**config.mk**
```make
export PLATFORM = sky130hd
export DESIGN_NAME = edge_map_reader
export DESIGN_NICKNAME = d
export VERILOG_FILES = /design/src/rtl/edge_map_reader_pkg.sv /design/src/rtl/edge_map_reader.sv
export SDC_FILE = /design/constraint.sdc
export NUM_CORES = 1
export LEC_CHECK = 0
export ABC_AREA = 1
export CAP_MARGIN = 15
export CORE_MARGIN = 10
export CORE_UTILIZATION = 52
export DETAILED_ROUTE_END_ITERATION = 16
export PLACE_DENSITY = 0.83
export SLEW_MARGIN = 20
export SYNTH_ARGS = -nofsm -noshare
export SYNTH_HDL_FRONTEND = slang
export SYNTH_SLANG_ARGS = --single-unit
```
**constraint.sdc**
```tcl
create_clock -name clk -period 2.1 [get_ports clk]
set_input_delay 0.42 -clock clk [delete_from_list [all_inputs] [get_ports clk]]
set_output_delay 0.42 -clock clk [all_outputs]
set_load 0.05 [all_outputs]
```
**src/rtl/edge_map_reader_pkg.sv**
```systemverilog
// Shared constants and FSM encoding for the edge-map readout path.
package edge_map_reader_pkg;

  localparam int EDGE_MAP_BASE   = 2240;
  localparam int EDGE_MAP_END    = 74561;
  localparam int EDGE_MAP_PIXELS = EDGE_MAP_END - EDGE_MAP_BASE;
  localparam int SRAM_ADDR_W     = 18;
  localparam int CNT_W           = 17;

  typedef enum logic [2:0] {
    S_IDLE,
    S_ISSUE,
    S_CAPTURE,
    S_EMIT,
    S_DONE
  } state_t;

endpackage

```
**src/rtl/edge_map_reader.sv**
```systemverilog
// Reads the edge map (2 cycles/pixel), packs 8 flags per byte LSB-first, streams them out.
// Backpressure: byte held with no SRAM reads while out_ready is low; pause freezes everything.
module edge_map_reader
  import edge_map_reader_pkg::*;
#(
  parameter int START_ADDR  = EDGE_MAP_BASE,
  parameter int PIXEL_COUNT = EDGE_MAP_PIXELS,
  parameter int ADDR_W      = SRAM_ADDR_W
) (
  input  logic              clk,
  input  logic              reset_n,
  input  logic              pause,
  input  logic              enable_edge_readout,
  input  logic [31:0]       data_read,
  output logic [ADDR_W-1:0] address,
  output logic [7:0]        out_byte,
  output logic              out_valid,
  input  logic              out_ready,
  output logic [CNT_W-1:0]  edge_count,
  output logic              edge_readout_done
);

  state_t            r_state,     w_state_nxt;
  logic [ADDR_W-1:0] r_addr_ptr,  w_addr_ptr_nxt;
  logic [CNT_W-1:0]  r_pix_left,  w_pix_left_nxt;
  logic [2:0]        r_bit_idx,   w_bit_idx_nxt;
  logic [7:0]        r_shift,     w_shift_nxt;
  logic [CNT_W-1:0]  r_count,     w_count_nxt;
  logic [ADDR_W-1:0] r_address,   w_address_nxt;
  logic [7:0]        r_out_byte,  w_out_byte_nxt;
  logic              r_out_valid, w_out_valid_nxt;
  logic              r_done,      w_done_nxt;
  logic              r_replay,    w_replay_nxt;
  logic              w_flag;

  assign w_flag = |data_read;

  always_comb begin
    w_state_nxt     = r_state;
    w_addr_ptr_nxt  = r_addr_ptr;
    w_pix_left_nxt  = r_pix_left;
    w_bit_idx_nxt   = r_bit_idx;
    w_shift_nxt     = r_shift;
    w_count_nxt     = r_count;
    w_address_nxt   = r_address;
    w_out_byte_nxt  = r_out_byte;
    w_out_valid_nxt = r_out_valid;
    w_done_nxt      = r_done;
    w_replay_nxt    = 1'b0;

    if (!enable_edge_readout) begin
      w_state_nxt     = S_IDLE;
      w_address_nxt   = '0;
      w_out_valid_nxt = 1'b0;
      w_out_byte_nxt  = '0;
      w_done_nxt      = 1'b0;
    end else begin
      case (r_state)
        S_IDLE: begin
          if (!r_done) begin
            w_addr_ptr_nxt = ADDR_W'(START_ADDR);
            w_pix_left_nxt = CNT_W'(PIXEL_COUNT);
            w_bit_idx_nxt  = '0;
            w_shift_nxt    = '0;
            w_count_nxt    = '0;
            w_address_nxt  = ADDR_W'(START_ADDR);
            w_state_nxt    = S_ISSUE;
          end
        end
        S_ISSUE: w_state_nxt = S_CAPTURE;
        S_CAPTURE: begin
          // The SRAM port may have served another master while paused: re-issue the read.
          if (r_replay) begin
            w_state_nxt = S_ISSUE;
          end else begin
            w_shift_nxt    = r_shift | (8'(w_flag) << r_bit_idx);
            w_count_nxt    = r_count + CNT_W'(w_flag);
            w_addr_ptr_nxt = r_addr_ptr + 1'b1;
            w_pix_left_nxt = r_pix_left - 1'b1;
            w_bit_idx_nxt  = r_bit_idx + 1'b1;
            if (r_bit_idx == 3'd7 || r_pix_left == CNT_W'(1)) begin
              w_out_byte_nxt  = w_shift_nxt;
              w_out_valid_nxt = 1'b1;
              w_state_nxt     = S_EMIT;
            end else begin
              w_address_nxt = r_addr_ptr + 1'b1;
              w_state_nxt   = S_ISSUE;
            end
          end
        end
        S_EMIT: begin
          if (r_out_valid && out_ready) begin
            w_out_valid_nxt = 1'b0;
            w_shift_nxt     = '0;
            w_bit_idx_nxt   = '0;
            if (r_pix_left != '0) begin
              w_address_nxt = r_addr_ptr;
              w_state_nxt   = S_ISSUE;
            end else begin
              w_address_nxt = '0;
              w_done_nxt    = 1'b1;
              w_state_nxt   = S_DONE;
            end
          end
        end
        S_DONE: begin
          w_address_nxt = '0;
          w_done_nxt    = 1'b1;
        end
        default: w_state_nxt = S_IDLE;
      endcase
    end
  end

  always_ff @(posedge clk or negedge reset_n) begin
    if (!reset_n) begin
      r_state     <= S_IDLE;
      r_addr_ptr  <= '0;
      r_pix_left  <= '0;
      r_bit_idx   <= '0;
      r_shift     <= '0;
      r_count     <= '0;
      r_address   <= '0;
      r_out_byte  <= '0;
      r_out_valid <= 1'b0;
      r_done      <= 1'b0;
      r_replay    <= 1'b0;
    end else if (pause) begin
      r_replay <= r_replay | (r_state == S_CAPTURE);
    end else begin
      r_state     <= w_state_nxt;
      r_addr_ptr  <= w_addr_ptr_nxt;
      r_pix_left  <= w_pix_left_nxt;
      r_bit_idx   <= w_bit_idx_nxt;
      r_shift     <= w_shift_nxt;
      r_count     <= w_count_nxt;
      r_address   <= w_address_nxt;
      r_out_byte  <= w_out_byte_nxt;
      r_out_valid <= w_out_valid_nxt;
      r_done      <= w_done_nxt;
      r_replay    <= w_replay_nxt;
    end
  end

  assign address           = r_address;
  assign out_byte          = r_out_byte;
  assign out_valid         = r_out_valid;
  assign edge_count        = r_count;
  assign edge_readout_done = r_done;

endmodule

```
==> results.yml <==
sta:
  hold_viol_final: 4
  setup_viol: 0
  fin_skew_ns: 0.0180
  maxSlewViolCount: 0
  tightest_slew_ns: 0.536
  setup_tns_ns: 0
  whs_ns: -0.00677
  rsz0062_at_grt: "true"
  period_share_pct: 97.5
  worst_slack_ns: 0.0522
  max_slew_margin_pct: 64.2
  max_freq_mhz: 488
  fin_crit_ns: 2.05
synth:
  syn_area_um2: 5480
  ys.flop_type: "dfrtp_1"
  synth_area_leaders: "dfrtp_1, nand2_1, nor2_1"
  synth_edf_count: 0
  synth_nets: 807
  avgSynthCellArea_um2: 7.19
  synth_top_area_cell: "dfrtp_1"
  yosys_warnings: 0
  yosysUniqueCellTypes: 36
  synth_top_area_share_pct: 43.4
  ys_seq_elements: 95
  ys_seq_area_share_pct: 43.4
  synthesis.instances: 762
  async_flop_share_pct: 100
clock_tree:
  cts_buffer_depth: 2
  cts.sinks: 95
  clock-root-buffer: "clkbuf_8"
  post_cts_buffers: 0
  htreeDepth: 3
  clkLatencyLatePin_ns: 0.38
  cts_buffers: 9
  cts_tree: "built"
  clk_pin_slew_ns: 0.11
worst_setup_path:
  critPathKind: "input port to flip-flop"
  crit_fanout: 4
  cp-end-kind: "flip-flop"
  required_ns: 2.42
  cp.arrival_ns: 2.37
  cpMaxStageDelayCell: "clkdlybuf4s50_1"
  cp-start-kind: "input port"
  slowest_delay_ns: 0.45
  reg2reg_depth: 11
  regToRegStartpoint: "r_state[0]"
  crit_chain: "clkdlybuf4s50_1 -> nor2_1 -> and2_1 -> nand2_1 -> nor2_1 -> nand2_1 -> ha_2 -> nand3_1 -> nor2_1 -> nand3_1 -> xor2_1 -> nor2_1 -> nand2_1 -> nand2_1"
  startpoint: "data_read[23]"
drt:
  first_pass_iters: 6
  dr.first_iter.drc_count: 456
  ant_nets: 0
  via_per_inst: 5.38
  totalWireLength_mm: 14.1
  wl_per_cell_um: 14.0
  vias: 5417
  drc: 0
die:
  io_pins: 82
  die_area_um2: 15000
  die_h_um: 123
  row_count: 37
  core-area_um2: 10300
  die_w_um: 123
  start_util_pct: 53.3
finish:
  final_core_util_pct: 66.5
  layout-drive-gt1-share_pct: 8.27
  n_fill_cell: 877
  fin_nets: 911
  layout_common_cells: "nand2_1, dfrtp_1, nor2_1, inv_1, clkdlybuf4s50_1"
  diodes: 0
  syn2layout_area_growth_pct: 24.8
  layout_commonest_cell: "nand2_1"
run:
  drv_cap: 0
status:
  status: "finished with violations"
  violations: "negative hold slack"
global_route:
  grt_pass1_vias: 5426
  antenna_found_initial: 0
  grt_start_max_net_pins: 43
  grtUsageTotal_pct: 19.2
  grt_pass1_wl_mm: 24.1
  overflow: 0
min_path:
  hold_path_class: "input port to asynchronous set/reset pin"
power:
  total_power_w: 0.00396
  pwr_density_cell_nw_per_um2: 579
  leakage_nw: 3.44
  peakVddDrop_mv: 0.295
placement:
  dp_hpwl_mm: 10.5
  gp_congestion: 0.934
  port_buffers: 81
  dp_slack_ns: -0.359
[power by group]
part / leakage (nW) / switching (W) / internal [W]
combinational: 2.07 / 0.000497 / 0.000299
sequential: 1.28 / 0.0000806 / 0.00191
clock: 0.0888 / 0.000724 / 0.000453
total: 3.44 / 0.00130 / 0.00266
[flip-flops by register name (all words and copies together) (netlist names)]
signal and count:
r_replay 1, r_addr_ptr 18, address 18, edge_readout_done 1, out_byte 8, r_shift 8
edge_count 17, r_pix_left 17, r_bit_idx 3, r_state 3, out_valid 1
[path summary, 6_finish.rpt]
path                             endpoint  slack (ns)
min in group clk              address[16]        0.49
hold / removal              r_addr_ptr[3]      -0.007
setup reg to reg               address[2]        0.23
max in group asynchronous    r_bit_idx[1]        1.49
setup / recovery           edge_count[13]        0.05
hold reg to reg               address[16]        0.49
[cells in the mapped netlist (2+ instances only)]
| library cell | count |
|---|---|
| a21oi_1 | 33 |
| and2_1 | 2 |
| buf_2 | 8 |
| buf_4 | 2 |
| buf_6 | 4 |
| clkbuf_1 | 3 |
| dfrtp_1 | 95 |
| ha_1 | 8 |
| inv_1 | 83 |
| inv_2 | 5 |
| nand2_1 | 239 |
| nand2_2 | 3 |
| nand3_1 | 58 |
| nand4_1 | 27 |
| nor2_1 | 86 |
| nor2_2 | 3 |
| nor2_4 | 6 |
| nor3_1 | 14 |
| o21ai_0 | 47 |
| o21bai_1 | 3 |
| o22ai_1 | 4 |
| o31ai_1 | 5 |
| xnor2_1 | 3 |
| xor2_1 | 9 |
[through the flow]
stage | cells | area (um^2)
finish | 1007 | 6840
CTS | 1007 | 6790
detailed placement | 991 | 6610
floorplan | 762 | 5480
global placement | 991 | 6610
global route | 1007 | 6840
[area by class of cell]
cell class / count / area, um^2 / area share, %
well taps: 136 / 170 / 2.49
flip-flops and latches: 95 / 2380 / 34.8
clock buffers: 9 / 124 / 1.81
multi-input cells: 561 / 2690 / 39.3
repair buffers: 111 / 1090 / 15.9
clock inverters: 7 / 61.3 / 0.897
inverters: 88 / 330 / 4.83
[worst max-delay path, delay by kind of cell]
family | cells | cell delay [ns]
AND/OR/NAND/NOR | 11 | 1.12
buffers and inverters | 1 | 0.45
adder cells (fa/ha/maj) | 1 | 0.21
XOR/XNOR | 1 | 0.16
[what timing repair did]
action | CTS | global route
hold endpoints to repair | 0 | 0
pin swaps | 0 | 4
hold buffers | 0 | 0
resized for setup | 5 | 16
setup endpoints to repair | 5 | 16
[logic make-up (layout without fill, tap and decap cells)]
| family | count (synthesis) | in the layout | synth area share, % |
|---|---|---|---|
| AOI/OAI and AO/OA | 96 | 96 | 9.39 |
| xor gates and xnor gates | 12 | 12 | 1.92 |
| adders and majority gates | 8 | 8 | 1.83 |
| buffers and inverters | 106 | 215 | 8.13 |
| DFF | 95 | 95 | 43.4 |
| and+or+nand+nor | 445 | 445 | 35.3 |
[metal layers]
metal / global-route usage, % / part of all wire, % / vias to the layer above
met5: 0 / 0 / -
met3: 5.05 / 7.1 / 27
li1: - / - / 2660
met1: 21.9 / 42 / 2556
met2: 33.7 / 49 / 174
met4: 7.29 / 1.7 / 0
Power figures use the tool's default switching activity.
